--- src/rtl/button_load_pulser_pkg.sv ---
// Shared state codes and board-clock defaults for the pushbutton conditioning stage.
// Build option: BUTTON_LOAD_PULSER_AUTO_REPEAT_EN enables auto-repeat pulses while held.
package button_load_pulser_pkg;

  localparam logic [2:0] ST_IDLE        = 3'd0;
  localparam logic [2:0] ST_ARM_PRESS   = 3'd1;
  localparam logic [2:0] ST_PULSE       = 3'd2;
  localparam logic [2:0] ST_HELD        = 3'd3;
  localparam logic [2:0] ST_ARM_RELEASE = 3'd4;

  typedef enum logic [2:0] {
    S_IDLE        = ST_IDLE,
    S_ARM_PRESS   = ST_ARM_PRESS,
    S_PULSE       = ST_PULSE,
    S_HELD        = ST_HELD,
    S_ARM_RELEASE = ST_ARM_RELEASE
  } state_t;

  // 1 ms debounce and 0.5 s repeat at the 50 MHz board clock
  localparam int DEFAULT_DEBOUNCE_CYCLES = 50000;
  localparam int DEFAULT_REPEAT_CYCLES   = 25000000;

endpackage

--- src/rtl/button_load_pulser_sync.sv ---
// sync_2ff: generic two-flop synchroniser with a selectable reset level.
module sync_2ff #(
  parameter logic RST_VAL = 1'b0
) (
  input  logic i_clk,
  input  logic i_rst,
  input  logic i_d,
  output logic o_q
);

  logic r_sync1;
  logic r_sync2;

  always_ff @(posedge i_clk) begin
    if (i_rst) begin
      r_sync1 <= RST_VAL;
      r_sync2 <= RST_VAL;
    end else begin
      r_sync1 <= i_d;
      r_sync2 <= r_sync1;
    end
  end

  assign o_q = r_sync2;

endmodule

--- src/rtl/button_load_pulser.sv ---
// Synchronises and debounces a raw pushbutton, emitting one load strobe per accepted press.
// Build option: BUTTON_LOAD_PULSER_AUTO_REPEAT_EN adds repeat strobes while the button is held.
module button_load_pulser
  import button_load_pulser_pkg::*;
#(
  parameter int DEBOUNCE_CYCLES = DEFAULT_DEBOUNCE_CYCLES,
  parameter bit BTN_ACTIVE_LOW  = 1'b1,
  parameter int REPEAT_CYCLES   = DEFAULT_REPEAT_CYCLES
) (
  input  logic clk,
  input  logic rst,
  input  logic btn_raw,
  output logic btn_clean,
  output logic load_pulse
);

  localparam int CW = $clog2(DEBOUNCE_CYCLES);
  localparam logic [CW-1:0] CNT_MAX = CW'(DEBOUNCE_CYCLES - 1);

  if (DEBOUNCE_CYCLES < 2 || REPEAT_CYCLES < 1) begin : g_bad_param
    $error("button_load_pulser: DEBOUNCE_CYCLES must be >= 2 and REPEAT_CYCLES >= 1");
  end

  logic          w_sync;
  logic          w_pressed;
  state_t        r_state;
  logic [CW-1:0] r_cnt;

  // Synchroniser resets to the released level so reset never looks like a press
  sync_2ff #(
    .RST_VAL (BTN_ACTIVE_LOW)
  ) u_sync (
    .i_clk (clk),
    .i_rst (rst),
    .i_d   (btn_raw),
    .o_q   (w_sync)
  );

  assign w_pressed = BTN_ACTIVE_LOW ? ~w_sync : w_sync;

`ifdef BUTTON_LOAD_PULSER_AUTO_REPEAT_EN
  localparam int RW = (REPEAT_CYCLES > 1) ? $clog2(REPEAT_CYCLES) : 1;
  localparam logic [RW-1:0] REP_MAX = RW'(REPEAT_CYCLES - 1);
  logic [RW-1:0] r_rep_cnt;
`endif

  always_ff @(posedge clk) begin
    if (rst) begin
      r_state <= S_IDLE;
      r_cnt   <= '0;
`ifdef BUTTON_LOAD_PULSER_AUTO_REPEAT_EN
      r_rep_cnt <= '0;
`endif
    end else begin
      case (r_state)
        S_IDLE: begin
          r_cnt <= '0;
          if (w_pressed) r_state <= S_ARM_PRESS;
        end
        S_ARM_PRESS: begin
          if (!w_pressed) begin
            r_state <= S_IDLE;
            r_cnt   <= '0;
          end else if (r_cnt == CNT_MAX) begin
            r_state <= S_PULSE;
            r_cnt   <= '0;
          end else begin
            r_cnt <= r_cnt + 1'b1;
          end
        end
        S_PULSE: begin
          r_state <= S_HELD;
          r_cnt   <= '0;
`ifdef BUTTON_LOAD_PULSER_AUTO_REPEAT_EN
          r_rep_cnt <= '0;
`endif
        end
        S_HELD: begin
          if (!w_pressed) begin
            r_state <= S_ARM_RELEASE;
            r_cnt   <= '0;
          end
`ifdef BUTTON_LOAD_PULSER_AUTO_REPEAT_EN
          else if (r_rep_cnt == REP_MAX) begin
            r_state <= S_PULSE;
          end else begin
            r_rep_cnt <= r_rep_cnt + 1'b1;
          end
`endif
        end
        S_ARM_RELEASE: begin
          // A pressed sample cancels the release without producing another strobe
          if (w_pressed) begin
            r_state <= S_HELD;
            r_cnt   <= '0;
`ifdef BUTTON_LOAD_PULSER_AUTO_REPEAT_EN
            r_rep_cnt <= '0;
`endif
          end else if (r_cnt == CNT_MAX) begin
            r_state <= S_IDLE;
            r_cnt   <= '0;
          end else begin
            r_cnt <= r_cnt + 1'b1;
          end
        end
        default: begin
          r_state <= S_IDLE;
          r_cnt   <= '0;
        end
      endcase
    end
  end

  assign load_pulse = (r_state == S_PULSE);
  assign btn_clean  = (r_state == S_PULSE) || (r_state == S_HELD) ||
                      (r_state == S_ARM_RELEASE);

endmodule

--- config.mk ---
export PLATFORM = sky130hd
export DESIGN_NAME = button_load_pulser
export DESIGN_NICKNAME = d
export VERILOG_FILES = /design/src/rtl/button_load_pulser_pkg.sv /design/src/rtl/button_load_pulser_sync.sv /design/src/rtl/button_load_pulser.sv
export SDC_FILE = /design/constraint.sdc
export NUM_CORES = 1
export LEC_CHECK = 0
export CORE_UTILIZATION = 30
export DETAILED_ROUTE_END_ITERATION = 16
export PLACE_DENSITY = 0.41
export SLEW_MARGIN = 0
export SYNTH_ARGS = -nofsm -noshare
export SYNTH_HDL_FRONTEND = slang
export SYNTH_SLANG_ARGS = --single-unit
--- constraint.sdc ---
create_clock -name clk -period 2.9 [get_ports clk]
set_clock_uncertainty 0.1 [all_clocks]
set_input_delay 0.29 -clock clk [delete_from_list [all_inputs] [get_ports clk]]
set_output_delay 0.29 -clock clk [all_outputs]
set_load 0.02 [all_outputs]
After elaboration in Yosys (flattened, before gate mapping)
Cells that the tools add are included.
- equality and inequality tests: 9
- reduce and logical (&&, ||, !) cells: 4
- $add $sub $neg: 1
- muxes and demuxes: 12
- operators by type and width (operator ; number):
    $mux 16 ; 4
    $pmux 16 s3 ; 1
    $mux 3 ; 6
    $add 16x1->16 const B ; 1
    $eq 16x16->1 const B ; 1
    $pmux 3 s5 ; 1
    $eq 3x2->1 const B ; 2
    $reduce_and 4->1 ; 1
    $eq 3x1->1 const B ; 1
    $eq 3x3->1 const B ; 1
    $logic_not 3->1 ; 1
    $ne 3x2->1 const B ; 1
    $ne 3x3->1 const B ; 1
    $logic_or 1x1->1 ; 2
    $ne 2x1->1 const B ; 1
    $ne 2x2->1 const B ; 1
- logic and storage cells: 30
- flip-flop bits (word level): 21
- bits of input ports: 3

Logic depth before layout (Yosys ltp)
- depth in word-level cells: 4
- mapped depth: 6
- mapped depth without buffers: 5

Hierarchy
A second synthesis with hierarchy kept.
- cells, all modules: 145
- area total of the unflattened synthesis: 1207.4 um^2
- modules (own cells, without submodules) (module ; cells an instance ; area each (um^2) ; times used):
    button_load_pulser ; 141 ; 1154.9 ; 1
    sync_2ff ; 4 ; 52.6 ; 1

Least setup slack after synthesis
No wires, ideal clock.
- path kind: flip-flop to flip-flop
- start: register r_cnt[0]
- end: register r_cnt[14]
- slack: 0.697 ns
- library setup time: 0.086 ns
- period minus slack after synthesis: 2.203 ns
- arrival time: 2.016 ns
- required time: 2.714 ns
- stages on the path, launching flop included: 7
- path buffers: 1
- cell sequence: dfxtp_1 -> ha_1 -> nand2_1 -> or4b_1 -> buf_2 -> or4_4 -> a221oi_2
- longest elaborated chain between the ends: 4
- ends and longest elaborated chain (item ; RTL line ; text):
    start, declared ; button_load_pulser.sv:27 ; logic [CW-1:0] r_cnt;
    start signal, assigned ; button_load_pulser.sv:68 ; r_cnt <= r_cnt + 1'b1;
    start signal, assigned ; button_load_pulser.sv:103 ; r_cnt <= r_cnt + 1'b1;
    $add 16x1->16 / $eq 16x16->1 (equally long branches) ; - ;
    $mux 16 (*) ; button_load_pulser.sv:64, button_load_pulser.sv:99 ;
    $mux 16 (on tied branches) ; button_load_pulser.sv:93, button_load_pulser.sv:61 ;
    $pmux 16 s3 (*) ; button_load_pulser.sv:55 ; case (r_state)
Mark *: on every way between the ends. The rest lies on a longest branch, timed or not.
A chain may end at the register's enable or synchronous reset.

Worst setup path in the final report
- start: register u_sync.r_sync2, in the netlist u_sync.o_q
- end: register r_cnt[14]
- longest elaborated chain between the ends: 2
- ends and longest elaborated chain (item ; RTL line ; text):
    start, declared ; button_load_pulser_sync.sv:12 ; logic r_sync2;
    start signal, assigned ; button_load_pulser_sync.sv:20 ; r_sync2 <= r_sync1;
    $mux 16 (on tied branches) ; button_load_pulser.sv:93, button_load_pulser.sv:61 ;
    $pmux 16 s3 ; button_load_pulser.sv:55 ;
Several ways; a longest one is shown, not always the timed one.

==> reports/results.md <==
| Metric | Value | Unit |
| --- | --- | --- |
| CP Cell Sequence | and4bb_4, or4b_1, or4_4, a221oi_2 | - |
| Clock transition at the registers of the reported paths | 0.08 | ns |
| Minimum clock period | 2.39 | ns |
| Overall Global Routing Usage | 15.6 | % |
| Most common cell in the netlist | dfxtp_1 | - |
| Die height | 63.6 | µm |
| DRC errors left | 0 | - |
| I/O pin total | 5 | - |
| H-tree depth | 1 | - |
| Number of buffers added on ports | 4 | - |
| Clk_lat worst skew | 0.26 | ns |
| Number of buffers between clock root and the deepest sink | 2 | - |
| Number of cells traversed by the worst register-to-register path | 4 | - |
| Routed vias | 1053 | - |
| Reg-to-reg critical path endpoint | r_cnt[14]$_SDFFE_PP0P_ | - |
| Hold Crit Class | register to register | - |
| Hold Path Stages | 1 | - |
| Maximum vdd ir drop | 0.204 | mV |
| Fraction of layout cells with a size suffix above 1 | 9.49 | % |
| Commonest cells in the netlist | dfxtp_1, nand2_1, a21oi_1, nand4_1 | - |
| Number of post-CTS setup repair buffers | 0 | - |
| Initial detailed-routing violation count | 64 | - |
| Crit start category | register | - |
| Synthesized net count | 139 | - |
| Max_cap viols | 0 | - |
| Count of pins over their slew limit | 0 | - |
| Dominant register cell in the synthesized netlist | dfxtp_1 | - |
| Tot Pwr | 505 | µW |
| Area added between synthesis and finish | 11.7 | % |
| Ys async rst share | 0 | % |
| Post-CTS Hold Buffers | 0 | - |
| Chip width | 63.6 | µm |
| Global-route wire length before repair | 4.88 | mm |
| Synthesized cell area | 0.00114 | mm² |
| Measured slew at the worst slew-check pin | 0.836 | ns |
| Sequential fraction of the synthesis area | 37.0 | % |
| NumNets Final | 142 | - |
| Area share of the largest cell type after synthesis | 37.0 | % |
| HPWL after detailed placement | 1.83 | mm |
| Startpoint of the most critical hold path | u_sync.r_sync1$_SDFF_PP1_ | - |
| Number of instances in the placed design | 181 | - |
| Hold worst-path end | u_sync.o_q$_SDFF_PP1_ | - |
| Wire per inst | 14.7 | µm |
| Setup_tns | 0 | ns |
| Slew Limit Headroom | 44.1 | % |
| CTS tree | built | - |
| Total power per unit cell area | 398 | mW/mm² |
| Final critical-path share of the clock period | 82.4 | % |
| Largest net degree at the start of global routing | 22 | - |
| Required time reported for the critical path endpoint | 2.98 | ns |
| Routed Antenna Nets | 0 | - |
| RSZ-0062 raised after global routing | no | - |
| Timing-limited maximum frequency | 418 | MHz |
| Non-filler cells in the finished layout | 185 | - |
| Biggest area contributors in the synthesized netlist | dfxtp_1, nand4_1, a21oi_1 | - |
| Setup violations, final | 0 | - |
| Critical path capture point type | register | - |
| Register bit count reported by yosys | 21 | - |
| Cell taking the most area after synthesis | dfxtp_1 | - |
| Top Family by Delay on Critical Path | simple AND/OR/NAND/NOR gates | - |
| Fill cell total of the finished layout | 378 | - |
| Number of enable-type register cells in the synthesized netlist | 0 | - |
| Yosys cell types | 43 | - |
| Cell row count | 22 | - |
| Number of detailed-route iterations in the first pass | 4 | - |
| Critical Path Fanout Max | 14 | - |
| Final hold viol count | 0 | - |
| Mean cell area of the mapped netlist | 8.42 | µm² |
| Total core area | 0.00366 | mm² |
| Vias per inst | 5.69 | - |
| Worst hold slack across all endpoints | 0.323 | ns |
| Sum of overflow across all layers after global routing | 0 | - |
| Cell at the root of the clock tree | clkbuf_8 | - |
| Arrival time at the worst endpoint | 2.47 | ns |
| Die Area | 0.00404 | mm² |
| Total wire length after detailed routing | 2.72 | mm |
| YS warnings | 0 | - |
| RePlAce Congestion | 0.730 | - |
| Leakage component of the power | 0.334 | nW |
| Number of buffers created by CTS | 3 | - |
| Number of global-route vias before repair | 1001 | - |
| Reg2reg setup slack | 0.51 | ns |
| Ant. Diodes | 0 | - |
| Critical setup path kind | register to register | - |
| Startpoint of the lowest-slack register-to-register path | u_sync.o_q$_SDFF_PP1_ | - |
| Start point of the critical path | u_sync.o_q$_SDFF_PP1_ | - |
| Post-synthesis cell count | 135 | - |
| Number of antenna violations at the first check in global routing | 0 | - |
| Sinks on Clock Net | 21 | - |
| Crit path buf inv count | 0 | - |
| Critical Path Max Stage Delay | 0.63 | ns |
| Result of the run | complete, no violations | - |
| End-of-flow core utilization | 34.7 | % |
| Initial core utilization | 31.1 | % |
| Post-cts gate resize count | 0 | - |
| Library cell contributing the largest single delay on the critical path | or4b_1 | - |
==> worst max-delay path by stage <==
stage / slack [ns] / to / cells past startpoint
2_1_floorplan: 0.70 / r_cnt[14]$_SDFFE_PP0P_ / 6
3_3_place_gp: 0.58 / r_cnt[14]$_SDFFE_PP0P_ / 4
3_5_place_dp: 0.54 / r_cnt[14]$_SDFFE_PP0P_ / 4
4_1_cts: 0.51 / r_cnt[14]$_SDFFE_PP0P_ / 4
5_1_grt: 0.37 / r_cnt[14]$_SDFFE_PP0P_ / 5
6_report: 0.51 / r_cnt[14]$_SDFFE_PP0P_ / 4
==> cell families after synthesis <==
kind of cell / count (synthesis) / synth area share, %
adder cells (fa/ha/maj): 1 / 1.10
buffers and inverters: 11 / 3.85
AO/OA/AOI/OAI: 35 / 21.1
XOR/XNOR: 3 / 2.31
flip-flops: 21 / 37.0
AND/OR/NAND/NOR: 64 / 34.7
==> sequential cells by signal, summed over array words and instances, names as in the netlist <==
signal          flops
r_state             3
u_sync.r_sync1      1
r_cnt              16
u_sync.o_q          1
==> placed cells by master, fill, tap and decap left out, types with 2 or more instances in the layout <==
master            n
clkbuf_8          3
nor4b_1           3
buf_4             3
inv_1             2
or2_2             2
a211oi_1          4
o211ai_1          3
o31a_1            2
nand3_1           6
a221oi_1          3
nor4_1            4
clkdlybuf4s50_1   4
nor2_1            4
a21oi_1          11
nor2b_1           2
nand3b_1          2
nand2_1          14
dfxtp_1          21
o21ai_0           3
nand2b_1          3
a31oi_1           3
xor2_1            2
nand4_1          10
or3_1             3
==> layer usage <==
metal  global-route usage (%)  vias to the layer above  share of wire (%)
met3                     4.71                        2                3.8
met5                        0                        -                  0
met2                     25.1                       22                 48
li1                         -                      527                  -
met4                     4.26                        0               0.63
met1                     20.1                      502                 48
==> per-stage QoR <==
| step | area (µm²) | setup WS, ns |
|---|---|---|
| after detailed placement | 1220 | 0.539 |
| after global routing | 1270 | 0.366 |
| final | 1270 | 0.510 |
| after floorplan | 1140 | 0.697 |
| after global placement | 1220 | 0.581 |
| after CTS | 1270 | 0.506 |
==> where the power goes <==
part	total, mW	switching, mW	internal, mW
registers	0.293	0.00259	0.290
clock network	0.199	0.103	0.0959
logic	0.0136	0.00758	0.00600
==> final cells by class <==
cell class	count	area, µm²	area share [%]
Inverter	2	7.51	0.591
Sequential cell	21	420	33.1
Clock buffer	3	41.3	3.25
Tap cell	48	60.1	4.73
Multi-Input combinational cell	103	673	53.0
Timing Repair Buffer	7	62.6	4.93
Clock inverter	1	5.00	0.394
Note: power is estimated with default switching activity, not from simulation.
